==> src/rtl/div_pkg.sv <==
// Shared definitions for the sequential signed divider: default width,
// controller state encoding and iteration-counter sizing.
package div_pkg;

  localparam int DIV_N = 8;

  localparam logic [2:0] S_IDLE = 3'd0;
  localparam logic [2:0] S_INIT = 3'd1;
  localparam logic [2:0] S_ITER = 3'd2;
  localparam logic [2:0] S_FIX  = 3'd3;
  localparam logic [2:0] S_DONE = 3'd4;

  function automatic int cnt_width(input int n);
    return $clog2(2 * n) + 1;
  endfunction

endpackage

==> src/rtl/div_datapath.sv <==
// Restoring divider datapath on operand magnitudes, with operand registers,
// iteration counter and the final sign-fix of quotient and remainder.
module div_datapath
  import div_pkg::*;
#(
  parameter int W = DIV_N
) (
  input  logic           clk,
  input  logic           rst_n,
  input  logic [2*W-1:0] d_i,
  input  logic           dwrite_i,
  input  logic [W-1:0]   v_i,
  input  logic           vwrite_i,
  input  logic           wr_en_i,
  input  logic           clr_i,
  input  logic           zero_i,
  input  logic           load_i,
  input  logic           step_i,
  input  logic           fix_i,
  output logic [2*W-1:0] quotient_o,
  output logic [W-1:0]   remainder_o,
  output logic           div_by_zero_o,
  output logic           overflow_o,
  output logic           count_zero_o,
  output logic           divisor_zero_o
);

  localparam int CW = cnt_width(W);

  logic [2*W-1:0] d_q, q_q, quo_q;
  logic [W-1:0]   v_q, mv_q, rem_q;
  logic [W:0]     p_q;
  logic [CW-1:0]  cnt_q;
  logic           dbz_q, ovf_q;

  logic [2*W-1:0] mag_d, q_d, q_neg;
  logic [W-1:0]   mag_v, r_neg;
  logic [W:0]     p_sh, p_d;
  logic [W+1:0]   trial;

  // Magnitudes are unsigned, so the most-negative operand keeps its value.
  assign mag_d = d_q[2*W-1] ? ('0 - d_q) : d_q;
  assign mag_v = v_q[W-1]   ? ('0 - v_q) : v_q;

  always_comb begin
    p_sh  = {p_q[W-1:0], q_q[2*W-1]};
    trial = {1'b0, p_sh} - {2'b00, mv_q};
    if (!trial[W+1]) begin
      p_d = trial[W:0];
      q_d = {q_q[2*W-2:0], 1'b1};
    end else begin
      p_d = p_sh;
      q_d = {q_q[2*W-2:0], 1'b0};
    end
  end

  assign q_neg = '0 - q_q;
  assign r_neg = '0 - p_q[W-1:0];

  always_ff @(posedge clk) begin
    if (!rst_n) begin
      d_q   <= '0;
      v_q   <= '0;
      q_q   <= '0;
      mv_q  <= '0;
      p_q   <= '0;
      cnt_q <= '0;
      quo_q <= '0;
      rem_q <= '0;
      dbz_q <= 1'b0;
      ovf_q <= 1'b0;
    end else begin
      if (wr_en_i && dwrite_i) d_q <= d_i;
      if (wr_en_i && vwrite_i) v_q <= v_i;
      if (clr_i) begin
        dbz_q <= 1'b0;
        ovf_q <= 1'b0;
      end
      if (zero_i) begin
        quo_q <= '0;
        rem_q <= '0;
        dbz_q <= 1'b1;
      end
      if (load_i) begin
        q_q   <= mag_d;
        mv_q  <= mag_v;
        p_q   <= '0;
        cnt_q <= CW'(2 * W);
      end
      if (step_i) begin
        p_q   <= p_d;
        q_q   <= q_d;
        cnt_q <= cnt_q - CW'(1);
      end
      if (fix_i) begin
        quo_q <= (d_q[2*W-1] ^ v_q[W-1]) ? q_neg : q_q;
        rem_q <= d_q[2*W-1] ? r_neg : p_q[W-1:0];
        ovf_q <= (d_q == {1'b1, {(2*W-1){1'b0}}}) && (v_q == '1);
      end
    end
  end

  // Flags the step that brings the counter to zero, so ITER exits without an idle cycle.
  assign count_zero_o   = (cnt_q == CW'(1));
  assign divisor_zero_o = (v_q == '0);
  assign quotient_o     = quo_q;
  assign remainder_o    = rem_q;
  assign div_by_zero_o  = dbz_q;
  assign overflow_o     = ovf_q;

endmodule

==> src/rtl/seq_signed_divider.sv <==
// Multi-cycle signed divider (2N / N): host protocol with operand write
// strobes, start and level done; controller FSM driving div_datapath.
module seq_signed_divider
  import div_pkg::*;
#(
  parameter int N = DIV_N
) (
  input  logic           clk,
  input  logic           rst_n,
  input  logic [2*N-1:0] D,
  input  logic           Dwrite,
  input  logic [N-1:0]   V,
  input  logic           Vwrite,
  input  logic           start,
  output logic           busy,
  output logic           done,
  output logic [2*N-1:0] Quotient,
  output logic [N-1:0]   Remainder,
  output logic           div_by_zero,
  output logic           overflow
);

  logic [2:0] state_q, state_d;
  logic       busy_q, busy_d, done_q, done_d;
  logic       clr, zero, load, step, fix;
  logic       count_zero, divisor_zero;

  always_comb begin
    state_d = state_q;
    busy_d  = busy_q;
    done_d  = done_q;
    clr     = 1'b0;
    zero    = 1'b0;
    load    = 1'b0;
    step    = 1'b0;
    fix     = 1'b0;
    case (state_q)
      S_IDLE, S_DONE: begin
        if (start) begin
          state_d = S_INIT;
          busy_d  = 1'b1;
          done_d  = 1'b0;
          clr     = 1'b1;
        end else if (state_q == S_DONE) begin
          busy_d = 1'b0;
          done_d = 1'b1;
        end
      end
      S_INIT: begin
        if (divisor_zero) begin
          zero    = 1'b1;
          state_d = S_DONE;
        end else begin
          load    = 1'b1;
          state_d = S_ITER;
        end
      end
      S_ITER: begin
        step = 1'b1;
        if (count_zero) state_d = S_FIX;
      end
      S_FIX: begin
        fix     = 1'b1;
        state_d = S_DONE;
      end
      default: state_d = S_IDLE;
    endcase
  end

  always_ff @(posedge clk) begin
    if (!rst_n) begin
      state_q <= S_IDLE;
      busy_q  <= 1'b0;
      done_q  <= 1'b0;
    end else begin
      state_q <= state_d;
      busy_q  <= busy_d;
      done_q  <= done_d;
    end
  end

  div_datapath #(.W(N)) u_dp (
    .clk            (clk),
    .rst_n          (rst_n),
    .d_i            (D),
    .dwrite_i       (Dwrite),
    .v_i            (V),
    .vwrite_i       (Vwrite),
    .wr_en_i        (!busy_q),
    .clr_i          (clr),
    .zero_i         (zero),
    .load_i         (load),
    .step_i         (step),
    .fix_i          (fix),
    .quotient_o     (Quotient),
    .remainder_o    (Remainder),
    .div_by_zero_o  (div_by_zero),
    .overflow_o     (overflow),
    .count_zero_o   (count_zero),
    .divisor_zero_o (divisor_zero)
  );

  assign busy = busy_q;
  assign done = done_q;

endmodule

==> config.mk <==
export PLATFORM = sky130hd
export DESIGN_NAME = seq_signed_divider
export DESIGN_NICKNAME = d
export VERILOG_FILES = /design/src/rtl/div_pkg.sv /design/src/rtl/div_datapath.sv /design/src/rtl/seq_signed_divider.sv
export SDC_FILE = /design/constraint.sdc
export NUM_CORES = 1
export LEC_CHECK = 0
export ABC_AREA = 0
export ABC_CLOCK_PERIOD_IN_PS = 4400
export BUFFER_PORTS_ARGS = -buffer_cell sky130_fd_sc_hd__buf_2
export CAP_MARGIN = 20
export CORE_ASPECT_RATIO = 1.4
export CORE_MARGIN = 4
export CORE_UTILIZATION = 40
export CTS_CLUSTER_SIZE = 40
export DETAILED_ROUTE_END_ITERATION = 10
export PLACE_DENSITY = 0.55
export SYNTH_ARGS = -nofsm -noshare
export SYNTH_HDL_FRONTEND = slang
export SYNTH_SLANG_ARGS = --single-unit
==> constraint.sdc <==
create_clock -name clk -period 4.4 [get_ports clk]
set_input_delay 0.44 -clock clk [delete_from_list [all_inputs] [get_ports clk]]
set_output_delay 0.44 -clock clk [all_outputs]
set_load 0.02 [all_outputs]
## Word-level counts from Yosys, hierarchy flattened

Index checks and enable logic that the tools add are counted.

- Equality and inequality tests: 9
- Add/sub/neg operators: 6
- Multiplexer cells: 35
- Bitwise logic cells: 1
- Reductions and logical operators: 14

Operators by type and width:

| cell | number |
|---|---|
| two-way mux 16 bit | 6 |
| two-way mux 8 bit | 7 |
| subtractor 1 x 16 -> 16 bit, first input constant | 2 |
| equality test 16 bit, second input constant | 1 |
| two-way mux 1 bit | 16 |
| subtractor 1 x 8 -> 8 bit, first input constant | 2 |
| one-hot mux 3 bit (4 select lines) | 1 |
| two-way mux 5 bit | 2 |
| nonzero test 2 bit | 5 |
| subtractor 9 x 8 -> 10 bit | 1 |
| two-way mux 3 bit | 3 |
| equality test 8 bit, second input constant | 1 |
| logical NOT 8 bit | 1 |
| equality test 3 x 2 -> 1 bit, second input constant | 2 |
| equality test 5 x 1 -> 1 bit, second input constant | 1 |
| subtractor 5 x 1 -> 5 bit, second input constant | 1 |
| != test 2 bit, second input constant | 2 |
| AND reduction 2 bit | 2 |
| equality test 3 x 1 -> 1 bit, second input constant | 1 |
| equality test 3 bit, second input constant | 1 |
| logical AND 1 bit | 3 |
| logical NOT 3 bit | 1 |
| OR reduction 2 bit | 1 |
| logical NOT 1 bit | 1 |
| XOR 1 bit | 1 |

- Output and inout bits: 28
- Bits in registers: 92
- Logic and storage cells: 78

## Longest topological paths before layout

Gate-level depths: netlist of run 1.

- Depth in word-level cells: 5
- Gate-level depth with buffers: 9
- Depth with buffers taken out: 8

## Cells and area by module

From an unflattened synthesis of run 1, not the netlist that was laid out.

- Cells, all modules: 610
- Area, all modules: 4,892.2 µm²

Modules (own cells, without submodules):

| module | sequential area each (µm²) | area each (µm²) | times used | cells each |
|---|---|---|---|---|
| div_datapath | 1,741.7 | 4,639.4 | 1 | 581 |
| seq_signed_divider | 100.1 | 252.7 | 1 | 29 |

## Worst setup path before layout of run 1

No wires, ideal clock.

- Path type: flip-flop to flip-flop
- From: reg u_dp.p_q[4]
- To: reg u_dp.p_q[7]
- Arrival: 1.959 ns
- Buffers on the path: 2
- Setup time: 0.122 ns
- Data required time: 4.278 ns
- Path slack: 2.318 ns
- Stages on the path, launching flop included: 9
- Cells stage by stage: dfxtp_1 -> ha_1 -> clkbuf_1 -> nand2_1 -> or3_1 -> o21ai_1 -> buf_2 -> a21boi_0 -> o31ai_1

- Cells in the longest elaborated chain, start to end: 3

RTL lines:

| what | RTL line | text |
|---|---|---|
| start, declared | div_datapath.sv:32 | `logic [W:0] p_q;` |
| start signal, assigned | div_datapath.sv:91 | `p_q <= p_d;` |
| subtractor 9 x 8 -> 10 bit | div_datapath.sv:47 | `trial = {1'b0, p_sh} - {2'b00, mv_q};` |
| two-way mux 8 bit | div_datapath.sv:48 | `if (!trial[W+1]) begin` |
| two-way mux 8 bit | div_datapath.sv:90 | `if (step_i) begin` |

Every way passes these cells.
A chain may end at the register's enable or synchronous reset.

## Worst setup path in the final report of run 1

- From: reg u_dp.mv_q[6]
- To: reg u_dp.p_q[0]

- Cells in the longest elaborated chain, start to end: 3

RTL lines:

| what | RTL line | text |
|---|---|---|
| start, declared | div_datapath.sv:31 | `logic [W-1:0] v_q, mv_q, rem_q;` |
| start signal, assigned | div_datapath.sv:86 | `mv_q <= mag_v;` |
| subtractor 9 x 8 -> 10 bit | div_datapath.sv:47 |  |
| two-way mux 8 bit | div_datapath.sv:48 |  |
| two-way mux 8 bit | div_datapath.sv:90 |  |

Every way passes these cells.

==> impl_metrics.py, run 1 <==
metrics = {
    "critical_path": {
        "max_stage_delay_ns": 0.78,
        "critical_path.top_delay_family": "compound AO/OA/AOI/OAI gates",
        "cp-end-kind": "register",
        "reg2reg_slack_ns": 1.85,
        "r2r_end": "u_dp.p_q[0]",
        "slowest_stage": "o21ai_1",
        "crit_fanout": 12,
        "path_cells": "inv_1 -> ha_1 -> nand2_1 -> or3_1 -> o21ai_1 -> mux2i_1 -> a22o_1",
        "r2r_cells": 7,
        "worstPathArrival_ns": 2.79,
        "cp.required_ns": 4.63,
        "timing.critical_path.buf_inv": 1,
        "start_kind": "register",
        "r2r_start": "u_dp.mv_q[6]",
        "worstSetupPathType": "register to register",
    },
    "synthesis": {
        "syn_area_per_cell_um2": 8.14,
        "yosys_warnings": 0,
        "yosysSeqAreaShare_pct": 38.3,
        "ys_seq_elements": 92,
        "yosysUniqueCellTypes": 61,
        "syn-num-nets": 636,
        "yosysTopAreaCell": "dfxtp_1",
        "ys.flop_type": "dfxtp_1",
        "ys_top_cells_by_area": "dfxtp_1 (38%), nand2_1 (7.7%), a21oi_1 (4.8%), xnor2_1 (4.6%), ha_1 (3.9%)",
        "synth_edf_count": 0,
        "syn_inst": 591,
        "async_flop_share_pct": 0,
        "synthDominantCellAreaShare_pct": 38.3,
        "netlist_area_um2": 4810,
    },
    "sta": {
        "hold_violations": 0,
        "worst_slew_pin_slew_ns": 0.998,
        "whs_ns": 0.332,
        "fmax_ghz": 0.392,
        "max_slew_margin_pct": 33.0,
        "setup_tns_ns": 0,
        "finalSetupViolations": 0,
        "period_share_pct": 58.0,
        "setup_ws_ns": 1.85,
        "rsz0062_at_grt": "no",
        "fin_skew_ns": 0.00407,
        "finalCriticalPeriod_ns": 2.55,
        "slew_viol_final": 0,
    },
    "placed_design": {
        "io_buffers": 56,
        "dp_cells": 760,
        "gp_congestion": 0.831,
        "placed_cell_area_um2": 5150,
        "dp_hpwl_mm": 8.85,
        "pre_cts_ws_ns": 1.88,
    },
    "global_routing": {
        "grt_max_degree": 63,
        "grt-ovfl-total": 0,
        "grt_usage_pct": 17.6,
        "grt_pass1_vias": 3895,
        "grt_pass1_wl_mm": 19.5,
        "antenna_found_initial": 0,
    },
    "die": {
        "dieArea_um2": 13900,
        "design.core.area_um2": 11800,
        "io-pin-count": 57,
        "die_w_um": 101,
        "start_util_pct": 40.7,
        "die_h_um": 138,
        "placementRows": 47,
    },
    "power_and_ir_drop": {
        "ir_drop_v": 0.000270,
        "powerDensity_nw_per_um2": 394,
        "p_leak_nw": 2.15,
    },
    "clock_tree": {
        "clockBufferDepth": 2,
        "clk-insertion-delay-late_ns": 0.34,
        "cts.sinks": 92,
        "cts_tree": "yes",
        "root_buffer": "clkbuf_16",
        "cts_setup_buffers": 0,
        "cts.clk_slew.worst_paths_ns": 0.07,
        "cts_hold_buf": 0,
        "cts_buffers": 9,
        "h-tree-depth": 3,
        "cts_resized": 0,
    },
    "drt": {
        "highest_layer": "met4",
        "wl_per_cell_um": 15.1,
        "dr_wl_met2_mm": 5.59,
        "drt-pass1-iter-count": 6,
        "num_vias": 4144,
        "drt_iter0_drc": 230,
        "drt-met1-wl_mm": 5.48,
        "drtAntennaViolNets": 0,
        "met3_wirelength_um": 402,
        "wirelength_mm": 11.7,
        "post-route-drc-count": 0,
        "vias_per_cell": 5.33,
    },
    "layout": {
        "fin_cells": 777,
        "post_route_cells_drive_above_1_share_pct": 15.4,
        "antenna_cells": 0,
        "final_nets": 670,
        "area_growth_pct": 13.8,
        "final_common_cell": "nand2_1",
        "final_cell_mix": "nand2_1 (99), dfxtp_1 (92), buf_2 (56), a21oi_1 (46), nor2_1 (44)",
        "final_area_um2": 5470,
    },
    "hold_path": {
        "hp-class": "input port to register",
        "holdPathStages": 3,
        "holdCritStartpoint": "D[1]",
        "hold_end": "u_dp.d_q[1]",
    },
    "flow_run": {
        "maxCapViolations": 0,
    },
    "status": {
        "status": "finished clean",
    },
}
-- cell usage after synthesis, types with 3 or more instances --
cell,number
o41ai_1,4
clkbuf_1,28
or4_1,4
a211oi_1,6
a21oi_1,46
nor2b_1,8
a22oi_1,15
nor4_1,3
a21boi_0,4
or2_2,7
xnor2_1,25
ha_1,15
buf_2,6
mux2i_1,14
a31oi_1,7
dfxtp_1,92
o31ai_1,12
nand2b_1,8
o221ai_1,3
nor2_1,44
nor3_1,7
nor3b_1,3
inv_1,21
or3_1,3
o21a_1,4
o21ai_0,29
nand3_1,15
nand2_1,99
xor2_1,18
-- how the worst max path moves through the flow --
| stage | from | end | slack (ns) | cells past startpoint |
|---|---|---|---|---|
| final | u_dp.mv_q[6] | u_dp.p_q[0] | 1.85 | 7 |
| after floorplan | u_dp.p_q[4] | u_dp.p_q[7] | 2.32 | 8 |
| after CTS | u_dp.mv_q[6] | u_dp.p_q[0] | 1.85 | 7 |
| after detailed placement | u_dp.v_q[0] | u_dp.q_q[8] | 1.88 | 7 |
| after global routing | u_dp.d_q[15] | u_dp.quotient_o[3] | 1.60 | 5 |
| after global placement | u_dp.d_q[15] | u_dp.quotient_o[3] | 1.90 | 5 |
-- kinds of logic (layout without fill, tap and decap cells) --
kind of cell / count (synthesis) / count (layout) / synth area share (%)
AOI/OAI and AO/OA: 151 / 151 / 20.7
buffers and inverters: 58 / 97 / 4.68
adders and majority gates: 16 / 16 / 4.32
DFF: 92 / 92 / 38.3
muxes: 14 / 14 / 2.91
xor gates and xnor gates: 43 / 43 / 7.83
and+or+nand+nor: 217 / 217 / 21.3
-- where the power goes --
part | leakage [nW] | internal [mW] | switching [mW] | total (mW)
registers | 0.748 | 0.873 | 0.0528 | 0.926
clock network | 0.148 | 0.472 | 0.330 | 0.803
logic | 1.26 | 0.176 | 0.251 | 0.427
-- worst reg2reg max path: stages (launching register included) --
cell,delay [ns]
dfxtp_1,0.36
inv_1,0.07
ha_1,0.39
nand2_1,0.10
or3_1,0.36
o21ai_1,0.78
mux2i_1,0.17
a22o_1,0.23
-- per-stage QoR --
stage / power (mW) / util, %
floorplan: 1.27 / -
global placement: 1.36 / 43.5
detailed placement: 1.37 / 43.5
CTS: 2.18 / 46.2
global route: 2.26 / 46.3
finish: 2.16 / 46.3
-- registers in the layout, indices dropped and copies added (netlist names), 3 cells and up --
name              flops
u_dp.remainder_o      8
u_dp.cnt_q            5
u_dp.p_q              8
u_dp.quotient_o      16
u_dp.mv_q             8
state_q               3
u_dp.v_q              8
u_dp.d_q             16
u_dp.q_q             16
-- final cells by class --
cell class | instances | area [µm²]
Clock buffer | 11 | 253
Clock inverter | 5 | 58.8
Tap cell | 147 | 184
Inverter | 22 | 82.6
Fill cell | 1215 | 6350
Sequential cell | 92 | 1840
Timing Repair Buffer | 59 | 310
Multi-Input combinational cell | 441 | 2740
-- layer usage --
metal / vias to the layer above / GRT usage (%)
li1: 2128 / -
met1: 1928 / 23.1
met2: 69 / 28.8
met3: 19 / 2.84
met4: 0 / 6.67
met5: - / 0
(Power assumes the default switching activity.)
==> inputs of run 2 (changes only) <==
--- a/config.mk
+++ b/config.mk
@@ -5,8 +5,8 @@
 export SDC_FILE = /design/constraint.sdc
 export NUM_CORES = 1
 export LEC_CHECK = 0
-export ABC_AREA = 0
-export ABC_CLOCK_PERIOD_IN_PS = 4400
+export ABC_AREA = 1
+export ABC_CLOCK_PERIOD_IN_PS = 2400
 export BUFFER_PORTS_ARGS = -buffer_cell sky130_fd_sc_hd__buf_2
 export CAP_MARGIN = 20
 export CORE_ASPECT_RATIO = 1.4
==> constraint.sdc (replaced) <==
create_clock -name clk -period 2.4 [get_ports clk]
set_input_delay 0.24 -clock clk [delete_from_list [all_inputs] [get_ports clk]]
set_output_delay 0.24 -clock clk [all_outputs]
set_load 0.02 [all_outputs]
==> impl_metrics.py, run 2 <==
metrics = {
    "status": {
        "status": "finished clean",
    },
    "clock_tree": {
        "cts_buffers": 9,
        "clk-insertion-delay-late_ns": 0.34,
        "cts_resized": 0,
        "clockBufferDepth": 2,
        "cts_tree": "yes",
        "root_buffer": "clkbuf_16",
        "cts.clk_slew.worst_paths_ns": 0.07,
        "cts.sinks": 92,
        "cts_setup_buffers": 0,
        "cts_hold_buf": 0,
        "h-tree-depth": 3,
    },
    "critical_path": {
        "slowest_stage": "dfxtp_1",
        "path_cells": "ha_1 -> nand2_1 -> nand2_1 -> inv_1 -> nand2_1 -> nand2_1 -> nand3_2 -> nand2_1 -> nand3_1 -> a21oi_1",
        "r2r_cells": 10,
        "critical_path.top_delay_family": "simple AND/OR/NAND/NOR gates",
        "cp-end-kind": "register",
        "worstPathArrival_ns": 2.21,
        "worstSetupPathType": "register to register",
        "timing.critical_path.buf_inv": 1,
        "r2r_end": "u_dp.p_q[4]",
        "cp.required_ns": 2.67,
        "r2r_start": "u_dp.p_q[3]",
        "reg2reg_slack_ns": 0.47,
        "start_kind": "register",
        "critPathMostFrequentCell": "nand2_1",
        "max_stage_delay_ns": 0.43,
        "crit_fanout": 9,
    },
    "global_routing": {
        "grt_max_degree": 43,
        "grt_pass1_vias": 4629,
        "grt-ovfl-total": 0,
        "grt_usage_pct": 18.4,
        "grt_pass1_wl_mm": 22.4,
        "antenna_found_initial": 0,
    },
    "sta": {
        "period_share_pct": 80.6,
        "hold_violations": 0,
        "fin_skew_ns": 0.00635,
        "fmax_ghz": 0.517,
        "slew_viol_final": 0,
        "finalSetupViolations": 0,
        "rsz0062_at_grt": "no",
        "setup_tns_ns": 0,
        "max_slew_margin_pct": 43.7,
        "worst_slew_pin_slew_ns": 0.843,
        "finalCriticalPeriod_ns": 1.93,
    },
    "synthesis": {
        "netlist_area_um2": 5200,
        "synthDominantCellAreaShare_pct": 35.4,
        "ys.flop_type": "dfxtp_1",
        "synth.most_common_cell": "nand2_1",
        "syn-num-nets": 823,
        "syn_area_per_cell_um2": 6.69,
        "ys_seq_elements": 92,
        "yosysUniqueCellTypes": 42,
        "yosys_warnings": 0,
        "synth_common_cells": "nand2_1 (179), dfxtp_1 (92), inv_1 (89)",
        "syn_inst": 778,
        "yosysSeqAreaShare_pct": 35.4,
        "ys_top_cells_by_area": "dfxtp_1 (35%), nand2_1 (13%), a21oi_1 (8.5%), nand3_1 (7.6%), inv_1 (6.4%)",
        "yosysTopAreaCell": "dfxtp_1",
        "synth_edf_count": 0,
        "async_flop_share_pct": 0,
    },
    "die": {
        "design.core.area_um2": 12800,
        "placementRows": 49,
        "start_util_pct": 40.6,
        "die_w_um": 104,
        "die_h_um": 143,
        "dieArea_um2": 14900,
        "io-pin-count": 57,
    },
    "layout": {
        "utilization_pct": 45.8,
        "final_cell_mix": "nand2_1 (179), dfxtp_1 (92), inv_1 (89), a21oi_1 (88), nand3_1 (79)",
        "post_route_cells_drive_above_1_share_pct": 13.2,
        "antenna_cells": 0,
        "final_nets": 866,
        "fill_cells": 1346,
        "regArea_um2": 1840,
        "final_common_cell": "nand2_1",
        "multiInputGateArea_um2": 2810,
        "area_growth_pct": 12.7,
    },
    "hold_path": {
        "hp-class": "input port to register",
        "hold_end": "u_dp.d_q[11]",
        "holdPathStages": 3,
        "holdCritStartpoint": "D[11]",
    },
    "drt": {
        "drt_iter0_drc": 247,
        "post-route-drc-count": 0,
        "num_vias": 4983,
        "vias_per_cell": 5.09,
        "wl_per_cell_um": 13.7,
        "drtAntennaViolNets": 0,
        "wirelength_mm": 13.4,
        "drt-pass1-iter-count": 5,
    },
    "power_and_ir_drop": {
        "p_switching_mw": 3.06,
        "powerDensity_nw_per_um2": 1140,
        "cellInternalPower_mw": 3.64,
        "ir_drop_v": 0.000552,
        "clkPwrFrac_pct": 20.6,
        "switching_share_pct": 45.6,
        "p_leak_nw": 2.64,
        "power.share.sequential_pct": 30.0,
        "totalPowerFinal_mw": 6.70,
        "combPwrFrac_pct": 49.4,
    },
    "placed_design": {
        "dp_hpwl_mm": 10.0,
        "gp_congestion": 0.853,
        "io_buffers": 56,
    },
    "flow_run": {
        "maxCapViolations": 0,
    },
}
-- run 2: cell count changes after synthesis, sizes merged, moves of 9 or more --
cell,change
nand2,+82
xor2,-9
a22oi,-15
xnor2,-25
clkbuf,-11
inv,+78
o21ai,+33
nand3,+67
a21oi,+44
nor2,+17
mux2i,-14
o31ai,-13
nand4,+18
-- run 2: worst reg2reg max path, delay by kind of cell, from the launching register on --
family	cells	cell delay [ns]
adders and majority gates	1	0.32
and+or+nand+nor	7	0.87
AOI/OAI and AO/OA	1	0.14
buffers and inverters	1	0.09
DFF	1	0.43
-- run 2: logic make-up (layout without fill, tap and decap cells) --
| family | after synthesis | after routing | share of synthesized area (%) |
|---|---|---|---|
| flip-flops | 92 | 92 | 35.4 |
| AND/OR/NAND/NOR | 361 | 361 | 31.3 |
| adder cells (fa/ha/maj) | 16 | 16 | 3.99 |
| buffers and inverters | 134 | 182 | 10.7 |
| AO/OA/AOI/OAI | 166 | 166 | 17.2 |
| XOR/XNOR | 9 | 9 | 1.51 |
-- run 2: how the worst max path moves through the flow --
| stage | depth (start not counted) | slack (ns) | startpoint | to |
|---|---|---|---|---|
| final | 10 | 0.47 | u_dp.p_q[3] | u_dp.p_q[4] |
| after global routing | 10 | 0.26 | u_dp.p_q[3] | u_dp.p_q[2] |
| after CTS | 10 | 0.50 | u_dp.p_q[3] | u_dp.p_q[4] |
| after detailed placement | 6 | 0.52 | u_dp.v_q[7] | u_dp.quotient_o[5] |
| after global placement | 6 | 0.53 | u_dp.v_q[7] | u_dp.quotient_o[5] |
| after floorplan | 10 | 0.78 | u_dp.p_q[3] | u_dp.p_q[2] |
-- run 2: area by class of cell --
cell class	count	area share (%)
multi-input combinational	552	47.8
inverter	103	6.72
clock inverter	6	0.811
sequential	92	31.4
tap	153	3.26
clock buffer	10	4.07
timing repair buffer	63	5.89
-- run 2: metal layers --
layer / up-vias / global-route usage (%) / part of all wire [%] / routed length [µm]
met2: 112 / 30.4 / 46 / 6210
met3: 14 / 2.44 / 3.9 / 518
met5: - / 0 / 0 / 0
met4: 0 / 7.14 / 1.8 / 236
li1: 2646 / - / - / -
met1: 2211 / 24.4 / 48 / 6400
-- run 2: through the flow --
stage | setup WS (ns) | cell area [µm²] | hold slack (ns) | std cells
6_report | 0.466 | 5870 | 0.166 | 979
5_1_grt | 0.260 | 5870 | 0.183 | 979
4_1_cts | 0.495 | 5870 | 0.158 | 979
3_5_place_dp | 0.520 | 5580 | 0.451 | 963
3_3_place_gp | 0.534 | 5580 | 0.448 | 963
2_1_floorplan | 0.782 | 5200 | 0.407 | 778
-- run 2: power by group through the flow --
stage	registers [mW]	clock network (mW)	logic [mW]
floorplan	1.98	0	2.65
global placement	2.03	0	3.28
detailed placement	2.04	0	3.28
CTS	2.01	1.42	3.30
global route	2.04	1.47	3.76
finish	2.01	1.38	3.31
==> inputs of run 3 (changes only) <==
--- a/config.mk
+++ b/config.mk
@@ -5,8 +5,8 @@
 export SDC_FILE = /design/constraint.sdc
 export NUM_CORES = 1
 export LEC_CHECK = 0
-export ABC_AREA = 1
-export ABC_CLOCK_PERIOD_IN_PS = 2400
+export ABC_AREA = 0
+export ABC_CLOCK_PERIOD_IN_PS = 1700
 export BUFFER_PORTS_ARGS = -buffer_cell sky130_fd_sc_hd__buf_2
 export CAP_MARGIN = 20
 export CORE_ASPECT_RATIO = 1.4
@@ -14,7 +14,7 @@
 export CORE_UTILIZATION = 40
 export CTS_CLUSTER_SIZE = 40
 export DETAILED_ROUTE_END_ITERATION = 10
-export PLACE_DENSITY = 0.55
+export PLACE_DENSITY = 0.58
 export SYNTH_ARGS = -nofsm -noshare
 export SYNTH_HDL_FRONTEND = slang
 export SYNTH_SLANG_ARGS = --single-unit
==> constraint.sdc (replaced) <==
create_clock -name clk -period 1.7 [get_ports clk]
set_input_delay 0.17 -clock clk [delete_from_list [all_inputs] [get_ports clk]]
set_output_delay 0.17 -clock clk [all_outputs]
set_load 0.02 [all_outputs]
==> impl_metrics.py, run 3 (synthesis results as in run 1) <==
metrics = {
    "placed_design": {
        "dp_hpwl_mm": 10.0,
        "gp_congestion": 0.872,
        "io_buffers": 56,
        "placed_cell_area_um2": 5940,
    },
    "die": {
        "die_w_um": 101,
        "die_h_um": 138,
        "io-pin-count": 57,
        "start_util_pct": 40.7,
        "placementRows": 47,
        "design.core.area_um2": 11800,
        "dieArea_um2": 13900,
    },
    "drt": {
        "met3_wirelength_um": 501,
        "drt_iter0_drc": 271,
        "drt-met1-wl_mm": 5.73,
        "drt-pass1-iter-count": 7,
        "dr_wl_met2_mm": 6.89,
        "highest_layer": "met4",
        "wirelength_mm": 13.4,
        "wl_per_cell_um": 15.1,
        "post-route-drc-count": 0,
        "num_vias": 4672,
        "vias_per_cell": 5.28,
        "drtAntennaViolNets": 0,
    },
    "layout": {
        "final_common_cell": "buf_4",
        "antenna_cells": 0,
        "final_cell_mix": "buf_4 (100), nand2_1 (95), dfxtp_1 (79), buf_2 (56)",
        "post_route_cells_drive_above_1_share_pct": 36.9,
        "area_growth_pct": 40.7,
        "final_nets": 780,
        "final_area_um2": 6770,
        "fill_cells": 1050,
    },
    "sta": {
        "fmax_ghz": 0.546,
        "rsz0062_at_grt": "yes",
        "setup_ws_ns": -0.130,
        "max_slew_margin_pct": 61.1,
        "period_share_pct": 108,
        "slew_viol_final": 0,
        "hold_violations": 0,
        "whs_ns": 0.0632,
        "finalCriticalPeriod_ns": 1.83,
        "worst_slew_pin_slew_ns": 0.584,
        "finalSetupViolations": 15,
        "fin_skew_ns": 0.00782,
    },
    "power_and_ir_drop": {
        "totalPowerFinal_mw": 6.07,
        "powerDensity_nw_per_um2": 897,
        "p_leak_nw": 2.78,
        "ir_drop_v": 0.000615,
    },
    "global_routing": {
        "grt_pass1_vias": 4533,
        "grt_usage_pct": 19.2,
        "grt-ovfl-total": 0,
        "grt_pass1_wl_mm": 21.4,
        "antenna_found_initial": 0,
        "grt_max_degree": 43,
    },
    "status": {
        "status": "finished, violations left",
        "violations": "negative setup slack",
    },
    "critical_path": {
        "cp.required_ns": 1.98,
        "crit_path_start": "u_dp.mv_q[4]",
        "crit_fanout": 5,
        "worstSetupPathType": "register to register",
        "cp-end-kind": "register",
        "worstPathArrival_ns": 2.12,
        "r2r_start": "u_dp.mv_q[4]",
        "start_kind": "register",
    },
    "clock_tree": {
        "clockBufferDepth": 2,
        "cts.clk_slew.worst_paths_ns": 0.06,
        "cts.sinks": 92,
        "cts_tree": "yes",
        "cts_buffers": 9,
        "clk-insertion-delay-late_ns": 0.34,
        "cts_hold_buf": 0,
        "root_buffer": "clkbuf_16",
        "h-tree-depth": 3,
    },
    "hold_path": {
        "holdCritStartpoint": "D[11]",
        "hp-class": "input port to register",
    },
    "flow_run": {
        "maxCapViolations": 0,
    },
}
==> run 3: cell type report <==
cell class | count | area [µm²] | area share [%]
Multi-Input combinational cell | 442 | 3210 | 47.4
Sequential cell | 92 | 1860 | 27.4
Timing Repair Buffer | 168 | 1180 | 17.4
Clock buffer | 10 | 229 | 3.38
Tap cell | 147 | 184 | 2.72
Inverter | 22 | 82.6 | 1.22
Clock inverter | 4 | 28.8 | 0.425
==> run 3: final timing paths <==
kind,end,slack (ns),depth (start not counted)
worst min-delay path,u_dp.d_q[11],0.06,3
worst max register to register,u_dp.p_q[1],-0.13,8
worst min register to register,u_dp.quotient_o[15],0.45,2
worst max-delay path,u_dp.p_q[1],-0.13,8
==> run 3: stage by stage <==
stage / setup slack (ns) / std cells / setup TNS (ns) / util (%)
6_report: -0.130 / 885 / -1.13 / 57.3
5_1_grt: -0.187 / 885 / -2.53 / 57.3
4_1_cts: -0.0918 / 875 / -0.782 / 55.2
3_5_place_dp: -0.198 / 855 / -3.59 / 50.3
3_3_place_gp: -0.216 / 855 / -3.33 / 50.3
2_1_floorplan: -0.163 / 591 / -0.962 / -
==> run 3: timing repair <==
| action | 4_1_cts | 5_1_grt |
|---|---|---|
| gates cloned | 0 | 1 |
| buffers inserted | 6 | 9 |
| resized for setup | 61 | 39 |
| endpoints found under the setup margin | 46 | 46 |
| pin swaps | 23 | 30 |
==> run 3: worst max-delay path, stage by stage, from the launching register on <==
cell     delay (ns)
dfxtp_2        0.34
inv_2          0.05
ha_4           0.28
nand2_2        0.05
or3_4          0.38
o21ai_4        0.21
buf_6          0.16
mux2i_1        0.18
a22o_1         0.14
==> run 3: per-layer routing <==
layer  global-route usage, %  vias to the layer above
met5                       0                        -
met4                    8.31                        0
met3                    2.79                       23
met2                    33.3                      105
met1                    23.3                     2200
li1                        -                     2344
==> run 3: power by group <==
| part | internal [mW] | leakage, nW | switching [mW] | total (mW) |
|---|---|---|---|---|
| clock | 0.975 | 0.120 | 0.822 | 1.80 |
| combinational | 0.960 | 1.91 | 0.967 | 1.93 |
| sequential | 2.26 | 0.753 | 0.0871 | 2.35 |
